## src/rtl/rgb_filter_pkg.sv

```systemverilog
// Shared types and constants for the RGB on/off filter controller.
package rgb_filter_pkg;

  localparam int MODE_W    = 3;
  localparam int NUM_MODES = 8;

  // Channel enables {r,g,b} for each mode index. Element 0 is the leftmost entry.
  localparam logic [0:NUM_MODES-1][2:0] MODE_TABLE = {
    3'b111, 3'b100, 3'b010, 3'b001, 3'b110, 3'b011, 3'b101, 3'b000
  };

  typedef enum logic [0:0] {
    ST_IDLE    = 1'b0,
    ST_PENDING = 1'b1
  } state_e;

  // Look up the {r,g,b} enables for a mode index.
  function automatic logic [2:0] mode_rgb(input logic [MODE_W-1:0] idx);
    return MODE_TABLE[idx];
  endfunction

  // Step a mode index forward or back; the index width gives the mod-8 wrap.
  function automatic logic [MODE_W-1:0] step_idx(input logic [MODE_W-1:0] base,
                                                 input logic              fwd);
    return fwd ? (base + MODE_W'(1)) : (base - MODE_W'(1));
  endfunction

endpackage

```

## src/rtl/btn_debounce.sv

```systemverilog
// Button conditioner: 2-FF synchronizer, hold-time debounce and press pulse.
// A button already held when reset releases is ignored until it has been
// seen released, so a held button cannot fake a press after reset.
module btn_debounce #(
  parameter int DEBOUNCE_CYC = 1_000_000
) (
  input  logic clk,
  input  logic reset_n,
  input  logic btn,
  output logic press
);

  localparam int CNT_W = (DEBOUNCE_CYC > 1) ? $clog2(DEBOUNCE_CYC) : 1;
  localparam logic [CNT_W-1:0] CNT_LAST = CNT_W'(DEBOUNCE_CYC - 1);

  logic             sync1_r;
  logic             sync2_r;
  logic [1:0]       prime_r;
  logic             stable_r;
  logic [CNT_W-1:0] cnt_r;
  logic             armed_r;
  logic             press_r;
  logic             accept_s;

  assign accept_s = (sync2_r != stable_r) && (cnt_r == CNT_LAST);

  // Synchronize the raw button and track when the synchronizer output is valid.
  always_ff @(posedge clk or negedge reset_n) begin
    if (!reset_n) begin
      sync1_r <= 1'b0;
      sync2_r <= 1'b0;
      prime_r <= 2'b00;
    end else begin
      sync1_r <= btn;
      sync2_r <= sync1_r;
      prime_r <= {prime_r[0], 1'b1};
    end
  end

  // Count cycles of disagreement and accept the new level once it has held.
  always_ff @(posedge clk or negedge reset_n) begin
    if (!reset_n) begin
      cnt_r    <= '0;
      stable_r <= 1'b0;
    end else if (sync2_r == stable_r) begin
      cnt_r    <= '0;
      stable_r <= stable_r;
    end else if (accept_s) begin
      cnt_r    <= '0;
      stable_r <= sync2_r;
    end else begin
      cnt_r    <= cnt_r + CNT_W'(1);
      stable_r <= stable_r;
    end
  end

  // Arm once a released button is seen, then pulse on each accepted 0->1 change.
  always_ff @(posedge clk or negedge reset_n) begin
    if (!reset_n) begin
      armed_r <= 1'b0;
      press_r <= 1'b0;
    end else begin
      if (prime_r[1] && !sync2_r && !stable_r) begin
        armed_r <= 1'b1;
      end else begin
        armed_r <= armed_r;
      end
      press_r <= accept_s && sync2_r && armed_r;
    end
  end

  assign press = press_r;

endmodule

```

## src/rtl/rgb_filter_ctrl.sv

```systemverilog
// RGB filter mode controller: buttons request a mode, vsync applies it.
module rgb_filter_ctrl
  import rgb_filter_pkg::*;
#(
  parameter int DEBOUNCE_CYC = 1_000_000
) (
  input  logic              clk,
  input  logic              reset_n,
  input  logic              btn_next,
  input  logic              btn_prev,
  input  logic              vsync,
  output logic              sw_r,
  output logic              sw_g,
  output logic              sw_b,
  output logic [MODE_W-1:0] o_mode_idx,
  output logic              o_pending
);

  logic              press_next_s;
  logic              press_prev_s;
  logic              press_any_s;
  logic              vs_sync1_r;
  logic              vs_sync2_r;
  logic              vs_prev_r;
  logic              vs_edge_s;
  state_e            state_r;
  state_e            state_next_s;
  logic [MODE_W-1:0] req_idx_r;
  logic [MODE_W-1:0] req_next_s;
  logic [MODE_W-1:0] applied_r;
  logic [MODE_W-1:0] applied_next_s;
  logic [2:0]        sw_rgb_r;

  btn_debounce #(.DEBOUNCE_CYC(DEBOUNCE_CYC)) u_deb_next (
    .clk     (clk),
    .reset_n (reset_n),
    .btn     (btn_next),
    .press   (press_next_s)
  );

  btn_debounce #(.DEBOUNCE_CYC(DEBOUNCE_CYC)) u_deb_prev (
    .clk     (clk),
    .reset_n (reset_n),
    .btn     (btn_prev),
    .press   (press_prev_s)
  );

  // Simultaneous next and prev presses cancel each other.
  assign press_any_s = press_next_s ^ press_prev_s;
  assign vs_edge_s   = vs_sync2_r & ~vs_prev_r;

  // Synchronize vsync and keep its previous value for rising-edge detection.
  always_ff @(posedge clk or negedge reset_n) begin
    if (!reset_n) begin
      vs_sync1_r <= 1'b0;
      vs_sync2_r <= 1'b0;
      vs_prev_r  <= 1'b0;
    end else begin
      vs_sync1_r <= vsync;
      vs_sync2_r <= vs_sync1_r;
      vs_prev_r  <= vs_sync2_r;
    end
  end

  // Next-state logic: a frame edge applies the request held before any same-cycle press.
  always_comb begin
    state_next_s   = state_r;
    req_next_s     = req_idx_r;
    applied_next_s = applied_r;
    case (state_r)
      ST_IDLE: begin
        if (press_any_s) begin
          req_next_s   = step_idx(applied_r, press_next_s);
          state_next_s = ST_PENDING;
        end else begin
          state_next_s = ST_IDLE;
        end
      end
      ST_PENDING: begin
        if (vs_edge_s) begin
          applied_next_s = req_idx_r;
        end else begin
          applied_next_s = applied_r;
        end
        if (press_any_s) begin
          req_next_s   = step_idx(req_idx_r, press_next_s);
          state_next_s = ST_PENDING;
        end else if (vs_edge_s) begin
          state_next_s = ST_IDLE;
        end else begin
          state_next_s = ST_PENDING;
        end
      end
      default: begin
        state_next_s = ST_IDLE;
      end
    endcase
  end

  // State, request, applied mode and channel enables all update on one edge.
  always_ff @(posedge clk or negedge reset_n) begin
    if (!reset_n) begin
      state_r   <= ST_IDLE;
      req_idx_r <= '0;
      applied_r <= '0;
      sw_rgb_r  <= 3'b111;
    end else begin
      state_r   <= state_next_s;
      req_idx_r <= req_next_s;
      applied_r <= applied_next_s;
      sw_rgb_r  <= mode_rgb(applied_next_s);
    end
  end

  assign sw_r       = sw_rgb_r[2];
  assign sw_g       = sw_rgb_r[1];
  assign sw_b       = sw_rgb_r[0];
  assign o_mode_idx = applied_r;
  assign o_pending  = (state_r == ST_PENDING);

endmodule

```

## config.mk

```make
export PLATFORM = sky130hd
export DESIGN_NAME = rgb_filter_ctrl
export DESIGN_NICKNAME = d
export VERILOG_FILES = /design/src/rtl/rgb_filter_pkg.sv /design/src/rtl/btn_debounce.sv /design/src/rtl/rgb_filter_ctrl.sv
export SDC_FILE = /design/constraint.sdc
export NUM_CORES = 1
export LEC_CHECK = 0
export ABC_AREA = 1
export CORE_ASPECT_RATIO = 1.2
export CORE_UTILIZATION = 50
export CTS_BUF_LIST = sky130_fd_sc_hd__clkbuf_16
export CTS_CLUSTER_SIZE = 10
export DETAILED_ROUTE_END_ITERATION = 8
export MAX_ROUTING_LAYER = met4
export PLACE_DENSITY = 0.67
export SLEW_MARGIN = 20
export SYNTH_ARGS = -nofsm -noshare
export SYNTH_HDL_FRONTEND = slang
export SYNTH_SLANG_ARGS = --single-unit
```

## constraint.sdc

```tcl
create_clock -name clk -period 3.6 [get_ports clk]
set_input_delay 0.72 -clock clk [delete_from_list [all_inputs] [get_ports clk]]
set_output_delay 0.72 -clock clk [all_outputs]
set_load 0.05 [all_outputs]
```

==> impl_metrics.tcl, run 1 <==
set metrics [dict create \
    syn-mean-instance-area_um2 7.94 \
    maximum_number_of_pins_on_one_net_before_global_route_repair 66 \
    max_clk_rate_mhz 425 \
    clock_buffer_count_from_cts 9 \
    outcome "complete, no violations" \
    route.detailed.wl_per_inst_um 12.4 \
    core_area_um2 6530 \
    critical_path.startpoint "sw_rgb_r[0]" \
    timing.reg2reg.setup_slack_ps 1990 \
    power.leakage_nw 1.76 \
    synthDistinctLibCells 30 \
    worst_slew_pin_slew_ps 813 \
    finalHoldViolCount 0 \
    avgViaCountPerCell 5.09 \
    finish.net_count 462 \
    critPathCapture "sw_b" \
    drive_above_1_share_pct 12.4 \
    final_area_um2 3930 \
    first_iteration_detailed_routing_drc_count 124 \
    first_global_vias 2738 \
    dp.final_hpwl_um 4860 \
    grt.busiest_layer "met2" \
    crit_path_max_fanout 1 \
    drt-pass1-iter-count 4 \
    yosys-mux-area-fraction_pct 0 \
    clock_h_tree_levels 3 \
    slew_violations 0 \
    yosysMostFrequentCell "nand2_1" \
    insertedDiodeCount 0 \
    antenna_left 0 \
    cts.root.buffer_cell "clkbuf_16" \
    wirelength_um 6770 \
    worst_hold_path_type "reg2reg" \
    crit_type "reg2out" \
    initial_antenna_violation_count 0 \
    ys_seq_area_share_pct 47.4 \
    gpl.final_weighted_congestion 0.807 \
    post_dp_cell_area_um2 3640 \
    initial_utilization_pct 52.7 \
    post_synth_edffs 0 \
    synth_top_family_by_area "simple AND/OR/NAND/NOR gates" \
    setup_viol 0 \
    worst_ep_arrival_time_ps 1630 \
    clock_latency_ps 330 \
    yosys.area_share.simple_pct 35.9 \
    synth-xor-area-share_pct 4.84 \
    final.min_clock_period_ps 2350 \
    floorplan.die_area_um2 7220 \
    cts.reportedPaths.clkPinSlew_ps 50 \
    rr_startpoint "u_deb_next.sync2_r" \
    die_w_um 77.7 \
    worstRegToRegCells 7 \
    yosysWarningCount 0 \
    syn_to_final_growth_pct 14.2 \
    postSynth.asyncResetShare_pct 100 \
    gr-usage-all-layers_pct 22.4 \
    total_number_of_cells_along_the_worst_setup_path 1 \
    synth-compound-area-share_pct 3.82 \
    ir_worst_vdd_v 0.000273 \
    flip_flop_and_latch_count_after_synthesis 65 \
    post_cts_hold_buffer_count 0 \
    worst_case_headroom_to_the_max_slew_limit_pct 45.8 \
    kind_of_start_point_of_the_critical_path "flip-flop" \
    critPathTopFamily "buffers and inverters" \
    register_area_um2 1630 \
    required_time_reported_for_the_critical_path_endpoint_ps 2880 \
    rsz0062_at_grt "no" \
    crit_chain "clkdlybuf4s50_1" \
    wire_length_of_the_first_global_routing_pass_um 12000 \
    met3_grt_util_pct 5.32 \
    post_cts.repair.setup_buffers 0 \
    global_route.overflow_total 0 \
    cellPowerDensity_nw_per_um2 417 \
    netlist_area_before_placement_um2 3440 \
    slowest_delay_ps 790 \
    placement.io_buffers 11 \
    multi_input_area_um2 1580 \
    cts.sink_count 65 \
    setup_total_negative_slack_ps 0 \
    reg2reg_to "u_deb_next.press" \
    critical_path.endpoint_type "output pin" \
    groute.layer.met1.usage_pct 24.5 \
    dr_total_vias 2767 \
    synth_flop_cell "dfrtp_1" \
    cts_tree "done" \
    clock_skew_ps 5.95 \
    cap_viol_max_count 0 \
    max-clock-path-buffers 2 \
    synth_top_cells_by_area "dfrtp_1, nand2_1, nor2_1, nand3_1, inv_1" \
    layout.filler_cells 594 \
    std_cell_rows 32 \
    cts-resized-gates 0 \
    remaining_drc_errors 0 \
    die_height_um 92.9 \
    worst-path-buf-inv 1 \
    slowest_stage "clkdlybuf4s50_1" \
    synth_fp_nets 441 \
    top_area_cell_type_share_of_the_netlist_area_pct 45.1 \
    boundaryPins 12 \
    synthDominantAreaCellType "dfrtp_1" \
    grtUsageMet2_pct 39.5 \
    mapped_cells 433 \
    synth-adder-area-share_pct 1.31 \
    synthTopCellsByCount "nand2_1, nor2_1, dfrtp_1, inv_1, nand3_1" \
    fin_crit_sh_pct 65.3 \
]
[state kept, by name, summed over array words and instances (netlist names), 3 cells and up]
register	count
u_deb_next.cnt_r	20
u_deb_prev.cnt_r	20
o_mode_idx	3
req_idx_r	3
sw_rgb_r	3
[through the flow]
stage	worst slack (ps)	cells	hold slack (ps)	power, mW	util [%]
after floorplan	1740	433	331	0.785	-
after global placement	1600	528	332	0.809	55.8
after detailed placement	1590	528	336	0.811	55.8
after CTS	1230	544	349	1.66	60.2
after global routing	1210	544	360	1.70	60.2
final	1250	544	345	1.64	60.2
[final cells by class]
| cell class | count | share of cell area [%] |
|---|---|---|
| clock inverters | 7 | 1.62 |
| well taps | 85 | 2.71 |
| repair buffers | 12 | 2.87 |
| flip-flops and latches | 65 | 41.5 |
| multi-input cells | 310 | 40.2 |
| clock buffers | 9 | 5.73 |
| inverters | 56 | 5.35 |
[per-layer routing]
| layer | share of wire (%) | vias to the layer above |
|---|---|---|
| li1 | - | 1416 |
| met1 | 43 | 1301 |
| met2 | 52 | 42 |
| met4 | 1.2 | 0 |
| met5 | 0 | - |
| met3 | 3.5 | 8 |
[power breakdown]
group	internal (mW)	total [mW]	switching, mW
Sequential	0.742	0.749	0.00663
Combinational	0.0126	0.0475	0.0349
Clock	0.528	0.840	0.312
Total	1.28	1.64	0.354
[cell families (layout without fill, tap and decap cells)]
kind of cell,after synthesis,in the layout
flops,65,65
compound gates,25,25
buf+inv,58,84
other cells,1,1
simple gates,262,262
xor+xnor,19,19
fa+ha+maj,3,3
[worst min-delay path by stage]
stage / startpoint / end / slack (ps) / cells past startpoint
2_1_floorplan: u_deb_prev.prime_r[0] / u_deb_next.prime_r[1] / 330 / 0
3_3_place_gp: vs_sync1_r / vs_sync2_r / 330 / 0
3_5_place_dp: u_deb_prev.prime_r[0] / u_deb_next.prime_r[1] / 340 / 0
4_1_cts: u_deb_prev.prime_r[0] / u_deb_next.prime_r[1] / 350 / 0
5_1_grt: u_deb_next.sync1_r / u_deb_next.sync2_r / 360 / 0
6_report: u_deb_prev.prime_r[0] / u_deb_next.prime_r[1] / 340 / 0
[cell usage in the layout, fill, tap and decap left out, types with 2 or more instances in the layout]
master,count
clkdlybuf4s50_1,10
o21ai_0,12
dfrtp_1,62
clkinvlp_4,2
o21ai_1,2
xnor2_1,7
nand2_4,2
xor2_1,12
nor2_1,77
ha_1,2
nor3_1,5
clkinv_2,3
nor2_4,8
nand3_2,2
clkbuf_16,9
nand4_1,12
dfstp_2,3
nand2_1,89
a21oi_1,9
nor2_2,9
nand3_1,41
nor3b_1,4
nand2_2,10
inv_1,54
inv_2,3
(Power assumes the default switching activity.)
==> inputs of run 2 (changes only) <==
==> constraint.sdc (replaced) <==
create_clock -name clk -period 2.4 [get_ports clk]
set_input_delay 0.48 -clock clk [delete_from_list [all_inputs] [get_ports clk]]
set_output_delay 0.48 -clock clk [all_outputs]
set_load 0.05 [all_outputs]
==> impl_metrics.tcl, run 2 (synthesis gave the netlist of run 1 again) <==
set metrics [dict create \
    wirelength_um 6910 \
    ir_worst_vdd_v 0.000361 \
    rsz0062_at_grt "no" \
    worst_case_headroom_to_the_max_slew_limit_pct 66.3 \
    worst_hold_path_type "in2async" \
    final.min_clock_period_ps 2110 \
    syn_to_final_growth_pct 15.1 \
    initial_utilization_pct 52.7 \
    rr_startpoint "u_deb_next.sync2_r" \
    cellPowerDensity_nw_per_um2 649 \
    die_w_um 77.7 \
    cts.reportedPaths.clkPinSlew_ps 60 \
    cts.sink_count 65 \
    place_worst_setup_slack_ps 632 \
    outcome "complete, no violations" \
    reg2reg_to "u_deb_next.press" \
    kind_of_start_point_of_the_critical_path "flip-flop" \
    core_area_um2 6530 \
    setup_viol 0 \
    max_clk_rate_mhz 474 \
    crit_type "reg2out" \
    dp.final_hpwl_um 4990 \
    dr_total_vias 2706 \
    post_cts.repair.setup_buffers 0 \
    global_route.overflow_total 0 \
    slowest_delay_ps 780 \
    gpl.final_weighted_congestion 0.847 \
    floorplan.die_area_um2 7220 \
    first_global_vias 2858 \
    gr-usage-all-layers_pct 23.2 \
    critical_path.endpoint_type "output pin" \
    die_height_um 92.9 \
    biggestRegsByFlops "u_deb_next.cnt_r: 20 flops, u_deb_prev.cnt_r: 20 flops" \
    power.leakage_nw 1.78 \
    clock_latency_ps 330 \
    wire_length_of_the_first_global_routing_pass_um 12400 \
    crit_path_max_fanout 1 \
    clock_skew_ps 8.10 \
    setup_ws_ps 291 \
    cap_viol_max_count 0 \
    setup_total_negative_slack_ps 0 \
    maximum_number_of_pins_on_one_net_before_global_route_repair 24 \
    antenna_left 0 \
    route.detailed.wl_per_inst_um 12.7 \
    clock_h_tree_levels 3 \
    max-clock-path-buffers 2 \
    worst_slew_pin_slew_ps 504 \
    clock_buffer_count_from_cts 9 \
    required_time_reported_for_the_critical_path_endpoint_ps 1920 \
    std_cell_rows 32 \
    finalHoldViolCount 0 \
    initial_antenna_violation_count 0 \
    cts_tree "done" \
    final_cell_mix "nand2_1, nor2_1, dfrtp_1, inv_1, nand3_1" \
    fin_crit_sh_pct 87.9 \
    worst_ep_arrival_time_ps 1630 \
    placement.io_buffers 11 \
    cts.root.buffer_cell "clkbuf_16" \
    cts-resized-gates 0 \
    timing.reg2reg.setup_slack_ps 720 \
    critPathTopFamily "buffers and inverters" \
    first_iteration_detailed_routing_drc_count 115 \
    layout.cells.most_common "nand2_1" \
    worst-path-buf-inv 1 \
    slew_violations 0 \
    slowest_stage "clkdlybuf4s50_1" \
    avgViaCountPerCell 4.97 \
    finish.net_count 463 \
    boundaryPins 12 \
    layout.filler_cells 618 \
    remaining_drc_errors 0 \
    worstRegToRegCells 7 \
    insertedDiodeCount 0 \
    post_cts_hold_buffer_count 0 \
    crit_chain "clkdlybuf4s50_1" \
    drive_above_1_share_pct 12.8 \
    drt-pass1-iter-count 4 \
]
==> run 2: worst max path at each step <==
stage	from	cells after the start	to	slack, ps
detailed placement	sw_rgb_r[0]	1	sw_b	630
global placement	sw_rgb_r[2]	1	sw_r	640
finish	sw_rgb_r[0]	1	sw_b	290
floorplan	o_pending	5	req_idx_r[2]	540
CTS	sw_rgb_r[0]	1	sw_b	270
global route	sw_rgb_r[1]	1	sw_g	260
==> run 2: per-stage QoR <==
step / area (um2) / total power [mW] / hold WS (ps) / utilization [%] / instances
finish: 3960 / 2.57 / 112 / 60.6 / 545
detailed placement: 3650 / 1.22 / 335 / 55.9 / 529
CTS: 3960 / 2.60 / 127 / 60.6 / 545
global placement: 3650 / 1.21 / 333 / 55.9 / 529
floorplan: 3440 / 1.18 / 184 / - / 433
global route: 3960 / 2.66 / 140 / 60.6 / 545
==> run 2: layout make-up <==
class / count / area, um2 / share of cell area (%)
Clock buffer: 9 / 225 / 5.69
Clock inverter: 7 / 85.1 / 2.15
Inverter: 56 / 210 / 5.31
Multi-Input combinational cell: 310 / 1580 / 39.9
Sequential cell: 65 / 1630 / 41.2
Tap cell: 85 / 106 / 2.69
Timing Repair Buffer: 13 / 120 / 3.04
==> run 2: per-layer routing <==
metal  vias to the layer above  share of wire [%]  track usage [%]
met4                         0                2.0             9.28
met2                        32                 50             40.2
li1                       1406                  -                -
met1                      1256                 45             25.7
met3                        12                2.7             5.42
met5                         -                  0                -
==> run 2: report_power, final <==
group | internal, mW | switching, mW
logic | 0.0201 | 0.0525
registers | 1.11 | 0.0108
clock network | 0.899 | 0.474
==> inputs of run 3 (changes only) <==
--- a/config.mk
+++ b/config.mk
@@ -17,3 +17,4 @@
 export SYNTH_ARGS = -nofsm -noshare
 export SYNTH_HDL_FRONTEND = slang
 export SYNTH_SLANG_ARGS = --single-unit
+export TNS_END_PERCENT = 5
==> results of run 3 <==
Final layout, timing and power as in run 2 (identical DEF).
